**src/rtl/dual_xor_pkg.sv**
```systemverilog
// Shared types and constants for the dual XOR stream cipher and its config sequencer.
// Holds the sequencer state encoding, the config word width function and cipher defaults.
package dual_xor_pkg;

   // Default LFSR width of the cipher
   localparam int DEF_M = 32;

   // Config word: a_mux, d_en, tx taps, tx state, rx taps, rx state
   function automatic int cfg_width(input int m);
      return 4 * m + 2;
   endfunction

   localparam int DEF_W = cfg_width(DEF_M);

   // Cipher power-on defaults
   localparam logic DEF_A_MUX = 1'b0;
   localparam logic DEF_D_EN  = 1'b0;

   typedef enum logic [1:0] {
      ST_IDLE   = 2'd0,
      ST_LOAD   = 2'd1,
      ST_SETTLE = 2'd2,
      ST_RUN    = 2'd3
   } seq_state_e;

endpackage

```
**src/rtl/piso_shift.sv**
```systemverilog
// Parallel-in serial-out shift register producing the serial config stream, LSB first.
// Ports: clk, rst_n, load_i (capture data_i), shift_i (shift right), data_i, bit_o (= bit 0).
module piso_shift #(
   parameter int W = 18
) (
   input  logic         clk,
   input  logic         rst_n,
   input  logic         load_i,
   input  logic         shift_i,
   input  logic [W-1:0] data_i,
   output logic         bit_o
);

   logic [W-1:0] sr_q;
   logic [W-1:0] sr_d;

   always_comb begin
      sr_d = sr_q;
      if (load_i) begin
         sr_d = data_i;
      end else if (shift_i) begin
         sr_d = {1'b0, sr_q[W-1:1]};
      end
   end

   always_ff @(posedge clk or negedge rst_n) begin
      if (!rst_n) begin
         sr_q <= '0;
      end else begin
         sr_q <= sr_d;
      end
   end

   assign bit_o = sr_q[0];

endmodule

```
**src/rtl/dual_xor_cfg_sequencer.sv**
```systemverilog
// Serially loads a config word into the dual XOR cipher while reading back its prior config,
// then gates the TX/RX keystream enables. Ports: cfg handshake, stop, tx/rx requests, serial
// cfg link (cfg_en, cfg_i, cfg_o), keystream enables, busy, done pulse and readback word.
module dual_xor_cfg_sequencer
   import dual_xor_pkg::*;
#(
   parameter  int M = DEF_M,
   localparam int W = cfg_width(M)
) (
   input  logic         clk,
   input  logic         rst_n,
   input  logic         cfg_valid,
   output logic         cfg_ready,
   input  logic [W-1:0] cfg_data,
   input  logic         stop,
   input  logic         tx_req,
   input  logic         rx_req,
   input  logic         cfg_o,
   output logic         cfg_en,
   output logic         cfg_i,
   output logic         tx_en,
   output logic         rx_en,
   output logic         busy,
   output logic         done,
   output logic [W-1:0] readback
);

   localparam int CW = $clog2(W);

   seq_state_e   state_q, state_d;
   logic [CW-1:0] cnt_q, cnt_d;
   logic         cfg_en_q, tx_en_q, rx_en_q;
   logic         busy_q, done_q;
   logic [W-1:0] rb_q, rb_d;
   logic         hs;
   logic         sr_load, sr_shift;

   assign cfg_ready = (state_q == ST_IDLE) || (state_q == ST_RUN);
   assign hs        = cfg_valid && cfg_ready;

   always_comb begin
      state_d  = state_q;
      cnt_d    = cnt_q;
      sr_load  = 1'b0;
      sr_shift = 1'b0;
      unique case (state_q)
         ST_IDLE: begin
            if (hs) begin
               state_d = ST_LOAD;
               cnt_d   = '0;
               sr_load = 1'b1;
            end
         end
         ST_LOAD: begin
            sr_shift = 1'b1;
            if (cnt_q == CW'(W - 1)) begin
               state_d = ST_SETTLE;
            end else begin
               cnt_d = cnt_q + CW'(1);
            end
         end
         ST_SETTLE: begin
            state_d = ST_RUN;
         end
         ST_RUN: begin
            // A new config beats a simultaneous stop
            if (hs) begin
               state_d = ST_LOAD;
               cnt_d   = '0;
               sr_load = 1'b1;
            end else if (stop) begin
               state_d = ST_IDLE;
            end
         end
         default: begin
            state_d = ST_IDLE;
         end
      endcase
   end

   // Old config enters at the MSB so the first bit out lands at bit 0
   always_comb begin
      rb_d = rb_q;
      if (cfg_en_q) begin
         rb_d = {cfg_o, rb_q[W-1:1]};
      end
   end

   // Outputs are decoded from the next state so they line up with state_q
   always_ff @(posedge clk or negedge rst_n) begin
      if (!rst_n) begin
         state_q  <= ST_IDLE;
         cnt_q    <= '0;
         cfg_en_q <= 1'b0;
         tx_en_q  <= 1'b0;
         rx_en_q  <= 1'b0;
         busy_q   <= 1'b0;
         done_q   <= 1'b0;
         rb_q     <= '0;
      end else begin
         state_q  <= state_d;
         cnt_q    <= cnt_d;
         cfg_en_q <= (state_d == ST_LOAD);
         tx_en_q  <= (state_d == ST_RUN) && tx_req;
         rx_en_q  <= (state_d == ST_RUN) && rx_req;
         busy_q   <= (state_d == ST_LOAD) || (state_d == ST_SETTLE);
         done_q   <= (state_d == ST_SETTLE);
         rb_q     <= rb_d;
      end
   end

   piso_shift #(
      .W(W)
   ) u_piso (
      .clk    (clk),
      .rst_n  (rst_n),
      .load_i (sr_load),
      .shift_i(sr_shift),
      .data_i (cfg_data),
      .bit_o  (cfg_i)
   );

   assign cfg_en   = cfg_en_q;
   assign tx_en    = tx_en_q;
   assign rx_en    = rx_en_q;
   assign busy     = busy_q;
   assign done     = done_q;
   assign readback = rb_q;

endmodule

```
**config.mk**
```make
export PLATFORM = sky130hd
export DESIGN_NAME = dual_xor_cfg_sequencer
export DESIGN_NICKNAME = d
export VERILOG_FILES = /design/src/rtl/dual_xor_pkg.sv /design/src/rtl/piso_shift.sv /design/src/rtl/dual_xor_cfg_sequencer.sv
export SDC_FILE = /design/constraint.sdc
export NUM_CORES = 1
export LEC_CHECK = 0
export CAP_MARGIN = 25
export CELL_PAD_IN_SITES_DETAIL_PLACEMENT = 1
export CELL_PAD_IN_SITES_GLOBAL_PLACEMENT = 1
export CORE_ASPECT_RATIO = 1.2
export CORE_MARGIN = 2
export CORE_UTILIZATION = 35
export DETAILED_ROUTE_END_ITERATION = 6
export DONT_BUFFER_PORTS = 1
export PLACE_DENSITY = 0.64
export SYNTH_ARGS = -nofsm -noshare
export SYNTH_HDL_FRONTEND = slang
export SYNTH_SLANG_ARGS = --single-unit
```
**constraint.sdc**
```tcl
create_clock -name clk -period 4.5 [get_ports clk]
set_clock_uncertainty 0.1 [all_clocks]
set_input_delay 0.9 -clock clk [delete_from_list [all_inputs] [get_ports clk]]
set_output_delay 0.9 -clock clk [all_outputs]
set_load 0.01 [all_outputs]
```
==> impl_metrics.json, run 1 <==
{
  "ys_warn_count": 0,
  "synth_top_cell_by_area": "dfrtp_1",
  "p_leak_nw": 6.14,
  "timing.fmax_ghz": 0.355,
  "slew_headroom": 0.446,
  "place_area_um2": 11900,
  "clock_sinks": 275,
  "ys_ff_latch": 275,
  "mostFrequentLayoutCells": "dfrtp_1 (274), nand2_1 (140), o21ai_0 (133)",
  "rsz0062_at_grt": "no",
  "viasPerCell": 5.12,
  "failed_checks": "hold timing",
  "stdcell_count": 1335,
  "start_util": 0.357,
  "grt_overflow_total": 0,
  "critPathCaptureType": "output port",
  "place_inst": 1279,
  "grt.total_usage": 0.142,
  "synth_top_area_frac": 0.596,
  "yosysUniqueCellTypes": 39,
  "syn_inst": 926,
  "core-area_um2": 32300,
  "grt_max_degree": 276,
  "cap_violations": 0,
  "p_per_area_nw_per_um2": 678,
  "clockBufferDepth": 3,
  "register_area_um2": 6890,
  "multi_input_area_um2": 4410,
  "totalWireLength_um": 24900,
  "grt_pass1_wl_um": 39700,
  "cts_root_buf": "clkbuf_16",
  "syn-cell-area_um2": 11500,
  "wire_per_inst_um": 18.7,
  "h-tree-depth": 1,
  "r2r-start": "state_q[0]",
  "status": "finished, violations left",
  "die_area_um2": 34400,
  "syn-num-nets": 1073,
  "start_kind": "flip-flop",
  "worst-path-max-fanout": 8,
  "finalCritPeriodShare": 0.626,
  "hold_slack_ns": -0.0409,
  "finalSetupTns_ns": 0,
  "first_pass_iters": 4,
  "layout.nets": 1050,
  "cp.arrival_ns": 1.82,
  "worst_pin_slew_ns": 0.831,
  "cts.clk_slew.worst_paths_ns": 0.06,
  "synthTopCellsByArea": "dfrtp_1 (60%), mux2_2 (13%), mux2i_1 (11%), o21ai_0 (5.8%), nand2_1 (4.6%)",
  "cts-buffers-inserted": 29,
  "gp_congestion": 0.738,
  "dp_hpwl_um": 16200,
  "worstSetupPathType": "reg -> out",
  "slew_viol_final": 0,
  "r2r_slack_ns": 1.90,
  "syn_area_per_cell_um2": 12.5,
  "layout_commonest_cell": "dfrtp_1",
  "cts_tree": "built",
  "drive_gt1_frac": 0.204,
  "setup-violations-final": 0,
  "row_count": 72,
  "area_growth_pct": 11.8,
  "hp-class": "in -> async",
  "vias": 6832,
  "drc": 0,
  "post-route-min-period_ns": 2.82,
  "worstRegToRegCells": 7,
  "ir_drop_v": 0.000474,
  "post-cts-setup-buffers": 0,
  "r2r-end": "tx_en",
  "finalPower_mw": 8.74,
  "first_iter_violations": 231,
  "chipWidth_um": 170,
  "io_buffer_count": 0,
  "ios": 274,
  "insertion_delay_ns": 0.54,
  "synth_seq_area_share": 0.596,
  "first_global_vias": 7281,
  "final.fill_count": 3363,
  "drtAntennaViolNets": 0,
  "antenna_found_initial": 6,
  "dieHeight_um": 203,
  "design_area_um2": 12900,
  "hold_viol_final": 104,
  "worstPathRequired_ns": 3.50
}
## kinds of logic (layout without fill, tap and decap cells)
| family | count (synthesis) | after routing | synth area share |
|---|---|---|---|
| adders and majority gates | 10 | 10 | 0.0108 |
| buffers and inverters | 63 | 60 | 0.0233 |
| muxes | 260 | 260 | 0.240 |
| and+or+nand+nor | 166 | 166 | 0.0590 |
| other | 0 | 5 | 0 |
| AOI/OAI and AO/OA | 152 | 152 | 0.0708 |
| DFF | 275 | 275 | 0.596 |
## layout make-up
cell class                 count  share of cell area
antenna                        5            0.000970
clock buffer                  39              0.0631
clock inverter                12              0.0132
inverter                       5             0.00146
multi-input combinational    588               0.342
sequential                   275               0.534
tap                          407              0.0395
timing repair buffer           4             0.00621
## registers in the layout, summed over array words and instances, names as in the netlist
| name | count |
|---|---|
| cfg_en | 1 |
| state_q | 2 |
| tx_en | 1 |
| cnt_q | 8 |
| done | 1 |
| busy | 1 |
| u_piso.sr_q | 130 |
| readback | 130 |
| rx_en | 1 |
## metrics by stage
step	util	hold WS, ns	worst slack (ns)
floorplan	-	0.396	2.21
global placement	0.368	0.411	2.01
detailed placement	0.368	0.430	1.86
CTS	0.398	-0.0786	1.64
global route	0.398	-0.0826	1.57
finish	0.399	-0.0409	1.68
## Yosys cell counts, drive strengths merged
| master | instances |
|---|---|
| or2 | 1 |
| a21o | 3 |
| nand4 | 3 |
| a211oi | 1 |
| and2b | 1 |
| nand3 | 1 |
| o22ai | 1 |
| ha | 10 |
| nor3 | 2 |
| a2bb2oi | 1 |
| and2 | 4 |
| o221ai | 1 |
| nor4 | 1 |
| dfrtp | 275 |
| nor2 | 6 |
| a311o | 1 |
| and3 | 1 |
| or4 | 1 |
| o21ai | 135 |
| a211o | 1 |
| nor2b | 3 |
| inv | 5 |
| o22a | 1 |
| buf | 21 |
| nand2 | 140 |
| o2bb2ai | 1 |
| o21ba | 1 |
| nand3b | 1 |
| nand4b | 1 |
| a21oi | 3 |
| mux2 | 130 |
| mux2i | 130 |
| clkbuf | 37 |
| o21bai | 2 |
## report_power, final
part | internal, mW | switching [mW]
logic | 1.20 | 1.26
clock network | 1.49 | 0.970
registers | 3.25 | 0.573
total | 5.94 | 2.81
## per-layer routing
layer  global-route usage  part of all wire  vias to the layer above
li1                     -                 -                     3183
met2                0.230              0.46                      220
met5                    0           0.00048                        -
met3               0.0712              0.13                       38
met1                0.165              0.39                     3389
met4               0.0433             0.023                        2
## timing repair
action / 4_1_cts / 5_1_grt
hold endpoints to repair: 275 / 275
gates resized for setup: 0 / 0
endpoints found under the setup margin: 0 / 0
## worst max-delay path: stages (launching register included)
cell,delay [ns]
dfrtp_1,0.47
inv_1,0.14
ha_1,0.47
inv_1,0.19
## worst max-delay path by stage
stage	from	depth (start not counted)	endpoint	slack (ns)
2_1_floorplan	cfg_valid	7	rx_en	2.21
3_3_place_gp	state_q[0]	7	rx_en	2.01
3_5_place_dp	state_q[0]	7	tx_en	1.86
4_1_cts	state_q[0]	3	cfg_ready	1.64
5_1_grt	state_q[0]	3	cfg_ready	1.57
6_report	state_q[0]	3	cfg_ready	1.68
(Power assumes the default switching activity.)
==> run 2, diff against run 1 <==
--- a/config.mk
+++ b/config.mk
@@ -13,7 +13,7 @@
 export CORE_UTILIZATION = 35
 export DETAILED_ROUTE_END_ITERATION = 6
 export DONT_BUFFER_PORTS = 1
-export PLACE_DENSITY = 0.64
+export PLACE_DENSITY = 0.66
 export SYNTH_ARGS = -nofsm -noshare
 export SYNTH_HDL_FRONTEND = slang
 export SYNTH_SLANG_ARGS = --single-unit
==> constraint.sdc (replaced) <==
create_clock -name clk -period 2.5 [get_ports clk]
set_clock_uncertainty 0.1 [all_clocks]
set_input_delay 0.5 -clock clk [delete_from_list [all_inputs] [get_ports clk]]
set_output_delay 0.5 -clock clk [all_outputs]
set_load 0.01 [all_outputs]
==> run 2 against run 1 <==
The run still ends with hold timing left. Global-route usage increased by 1.5 points. Sequential cell count unchanged. Via count is 9.5% higher. Sequential share of layout area is 5.4 points lower. Wire length up 9.4%. First-iteration DRC count up 22%. Sequential power up 84%. Largest cell class unchanged.
==> impl_metrics.json, run 2 (synthesis gave the netlist of run 1 again) <==
{
  "status": "finished, violations left",
  "failed_checks": "hold timing",
  "grt_pass1_wl_um": 44100,
  "cts.clk_slew.worst_paths_ns": 0.06,
  "cts-buffers-inserted": 29,
  "slew_headroom": 0.473,
  "viasPerCell": 5.06,
  "finalSetupTns_ns": 0,
  "first_pass_iters": 4,
  "wire_per_inst_um": 18.5,
  "ios": 274,
  "grt_max_degree": 276,
  "insertion_delay_ns": 0.55,
  "hold_viol_final": 275,
  "core-area_um2": 32300,
  "p_leak_nw": 6.78,
  "cts_root_buf": "clkbuf_16",
  "area_growth_pct": 24.3,
  "cts_hold_buf": 133,
  "layout.nets": 1190,
  "clock_sinks": 275,
  "grt.total_usage": 0.157,
  "layout_commonest_cell": "dfrtp_1",
  "gp_congestion": 0.706,
  "post-route-min-period_ns": 2.39,
  "worstSetupPathType": "reg -> out",
  "io_buffer_count": 0,
  "row_count": 72,
  "first_global_vias": 8212,
  "first_iter_violations": 281,
  "cts_tree": "built",
  "drive_gt1_frac": 0.189,
  "drc": 0,
  "start_util": 0.357,
  "cp.arrival_ns": 1.79,
  "p_per_area_nw_per_um2": 1140,
  "chipWidth_um": 170,
  "start_kind": "flip-flop",
  "rsz0062_at_grt": "no",
  "ir_drop_v": 0.000536,
  "dp_hpwl_um": 17100,
  "vias": 7480,
  "timing.fmax_ghz": 0.419,
  "die_area_um2": 34400,
  "final.fill_count": 3329,
  "slew_viol_final": 0,
  "worst-path-max-fanout": 7,
  "clockBufferDepth": 3,
  "antenna_found_initial": 4,
  "h-tree-depth": 1,
  "worstPathRequired_ns": 1.90,
  "grt_overflow_total": 0,
  "finalCritPeriodShare": 0.954,
  "mostFrequentLayoutCells": "dfrtp_1 (273), nand2_1 (140), o21ai_0 (133), dlygate4sd3_1 (133)",
  "drtAntennaViolNets": 0,
  "post-cts-setup-buffers": 0,
  "cap_violations": 0,
  "hp-class": "in -> async",
  "dieHeight_um": 203,
  "totalWireLength_um": 27300,
  "worst_pin_slew_ns": 0.790,
  "hold_slack_ns": -0.446,
  "critPathCaptureType": "output port",
  "setup-violations-final": 0
}
[run 2: per-stage QoR]
stage | total power [mW] | utilization | area, um^2 | instances | setup WS [ns]
global placement | 11.4 | 0.370 | 12000 | 1286 | 0.420
global route | 17.4 | 0.444 | 14300 | 1477 | 0.0281
CTS | 16.4 | 0.443 | 14300 | 1473 | 0.0289
detailed placement | 11.6 | 0.370 | 12000 | 1286 | 0.313
finish | 16.3 | 0.444 | 14300 | 1477 | 0.115
floorplan | 10.5 | - | 11500 | 926 | 0.236
[run 2: cell type report]
type	count	area [um^2]	share of cell area
flip-flops and latches	275	6890	0.480
multi-input cells	588	4410	0.307
repair buffers	144	1480	0.103
clock buffers	39	843	0.0588
well taps	407	509	0.0355
clock inverters	15	193	0.0134
inverters	5	18.8	0.00131
diodes	4	10.0	0.000698
[run 2: routing by layer]
layer  vias up  share of wire  GRT usage
met4         0          0.014     0.0363
met3        31          0.092     0.0550
met2       220           0.49      0.277
met5         -              0          0
met1      3765           0.40      0.182
li1       3464              -          -
[run 2: power breakdown]
part | total [mW] | switching, mW | leakage, nW | internal [mW]
Combinational | 4.72 | 2.37 | 2.70 | 2.36
Clock | 4.58 | 1.80 | 0.514 | 2.78
Sequential | 7.01 | 1.16 | 3.56 | 5.85
[run 2: final timing paths]
kind / to / slack [ns] / cells after the start / from
max in group asynchronous: u_piso.sr_q[71] / 2.44 / 0 / rst_n
hold / removal: readback[31] / -0.45 / 0 / rst_n
hold reg to reg: cnt_q[7] / 0.44 / 1 / cnt_q[7]
min in group clk: cnt_q[4] / 0.19 / 3 / cfg_valid
setup / recovery: cfg_ready / 0.11 / 4 / state_q[1]
setup reg to reg: u_piso.sr_q[86] / 0.29 / 6 / state_q[1]
[run 2: repair_timing]
action,CTS,global route
setup endpoints to repair,0,1
hold endpoints to repair,408,275
resized for setup,0,1
[run 2: critical path, stage by stage, from the launching register on]
cell	delay, ns
dfrtp_1	0.44
inv_1	0.12
ha_1	0.34
buf_4	0.18
inv_1	0.16
==> run 3, diff against run 2 <==
--- a/config.mk
+++ b/config.mk
@@ -10,10 +10,10 @@
 export CELL_PAD_IN_SITES_GLOBAL_PLACEMENT = 1
 export CORE_ASPECT_RATIO = 1.2
 export CORE_MARGIN = 2
-export CORE_UTILIZATION = 35
+export CORE_UTILIZATION = 45
 export DETAILED_ROUTE_END_ITERATION = 6
 export DONT_BUFFER_PORTS = 1
-export PLACE_DENSITY = 0.66
+export PLACE_DENSITY = 0.8
 export SYNTH_ARGS = -nofsm -noshare
 export SYNTH_HDL_FRONTEND = slang
 export SYNTH_SLANG_ARGS = --single-unit
==> run 3 against run 2 <==
The flow still finishes with violations (hold timing). Sequential share of layout area rose by 0.90 points. Maximum frequency rose by 3.7%. Combinational power rose by 4%. Via count rose by 2.0%. Critical path type is now reg -> reg. Largest cell class unchanged. Largest power group unchanged. Highest routed layer unchanged.
==> impl_metrics.json, run 3 (synthesis gave the netlist of run 1 again) <==
{
  "status": "finished, violations left",
  "failed_checks": "hold timing",
  "layout_commonest_cell": "dfrtp_1",
  "h-tree-depth": 1,
  "gr-usage-met3": 0.0627,
  "finalCritPeriodShare": 0.920,
  "core-area_um2": 25400,
  "hold_viol_final": 275,
  "grt.total_usage": 0.216,
  "antenna_found_initial": 1,
  "drc": 0,
  "worst-path-max-fanout": 95,
  "drive_gt1_frac": 0.184,
  "hp-class": "in -> async",
  "r2r-end": "u_piso.sr_q[117]",
  "start_util": 0.455,
  "io_buffer_count": 0,
  "setup-violations-final": 0,
  "first_iter_violations": 242,
  "worst_pin_slew_ns": 0.821,
  "grt_max_degree": 276,
  "r2r_slack_ns": 0.20,
  "cts.clk_slew.worst_paths_ns": 0.07,
  "ir_drop_v": 0.000838,
  "r2r-start": "state_q[0]",
  "met1_usage": 0.237,
  "worstSetupPathType": "reg -> reg",
  "slew_viol_final": 0,
  "start_kind": "flip-flop",
  "cp.arrival_ns": 2.58,
  "area_growth_pct": 22.0,
  "p_leak_nw": 6.69,
  "mostFrequentLayoutCells": "dfrtp_1 (274), nand2_1 (140), o21ai_0 (133)",
  "die_area_um2": 26900,
  "dieHeight_um": 179,
  "critPathTopFamily": "buffers and inverters",
  "grt_util_met2": 0.400,
  "first_global_vias": 8405,
  "hold_slack_ns": -0.447,
  "gp_congestion": 0.748,
  "rsz0062_at_grt": "no",
  "cp.depth": 5,
  "critPathCaptureType": "flip-flop",
  "grt_pass1_wl_um": 46500,
  "slew_headroom": 0.453,
  "clockBufferDepth": 3,
  "ios": 274,
  "p_per_area_nw_per_um2": 1160,
  "cap_violations": 0,
  "insertion_delay_ns": 0.54,
  "drtAntennaViolNets": 0,
  "crit_path_max_incr_delay_ns": 0.56,
  "totalWireLength_um": 30400,
  "grt_overflow_total": 0,
  "worstRegToRegCells": 5,
  "cts_root_buf": "clkbuf_16",
  "clock_sinks": 275,
  "cts-buffers-inserted": 28,
  "wire_per_inst_um": 22.0,
  "vias": 7628,
  "critical_path.cell_chain": "inv_1 -> ha_2 -> nor2b_4 -> buf_6 -> o21ai_0",
  "finalSetupTns_ns": 0,
  "gr-max-usage-layer": "met2",
  "worstPathRequired_ns": 2.78,
  "place_inst": 1206,
  "slowest_stage": "buf_6",
  "post-route-min-period_ns": 2.30,
  "viasPerCell": 5.52,
  "row_count": 64,
  "crit_buf_inv": 2,
  "timing.fmax_ghz": 0.435,
  "dp_hpwl_um": 16700,
  "chipWidth_um": 150,
  "first_pass_iters": 4,
  "stdcell_count": 1382,
  "cts_tree": "built",
  "post-cts-setup-buffers": 0,
  "layout.nets": 1179
}
run 3: cell count changes in the layout (fill, tap and decap cells not counted), sizes merged:
cell / before / now
bufinv: 4 / 3
dlygate4sd3: 133 / 125
clkinvlp: 1 / 3
clkinv: 9 / 4
buf: 11 / 8
diode: 4 / 1
run 3: through the flow:
step                power [mW]  hold slack [ns]  setup WS, ns  utilization  area (um^2)
finish                    16.4           -0.447         0.199        0.555        14100
CTS                       16.2           -0.464        0.0880        0.553        14000
detailed placement        11.6            0.110        0.0983        0.467        11800
global route              17.3           -0.474        0.0179        0.555        14100
floorplan                 10.5            0.104         0.236            -        11500
global placement          11.3            0.110         0.316        0.467        11800
run 3: area by class of cell:
cell class | count | area (um^2)
Clock inverter | 11 | 144
Fill cell | 2522 | 11300
Timing Repair Buffer | 134 | 1390
Multi-Input combinational cell | 588 | 4410
Tap cell | 330 | 413
Sequential cell | 275 | 6890
Antenna cell | 1 | 2.50
Inverter | 5 | 18.8
Clock buffer | 38 | 810
run 3: worst max path at each step:
stage | start | end | slack, ns
global placement | state_q[0] | u_piso.sr_q[68] | 0.32
global route | state_q[0] | u_piso.sr_q[117] | 0.02
detailed placement | state_q[0] | u_piso.sr_q[89] | 0.1
floorplan | state_q[0] | rx_en | 0.24
CTS | state_q[0] | u_piso.sr_q[89] | 0.09
finish | state_q[0] | u_piso.sr_q[117] | 0.20
run 3: power breakdown:
part | switching (mW) | internal [mW]
Sequential | 1.25 | 5.85
Clock | 1.79 | 2.57
Combinational | 2.57 | 2.35
run 3: what timing repair did:
item | CTS | global route
resized for setup | 0 | 4
hold buffers | 124 | 1
setup endpoints to repair | 0 | 41
hold endpoints to repair | 399 | 276
run 3: layer usage:
metal,share of wire,vias up
li1,-,3437
met1,0.37,3873
met2,0.53,269
met3,0.080,49
met4,0.023,0
met5,0,-
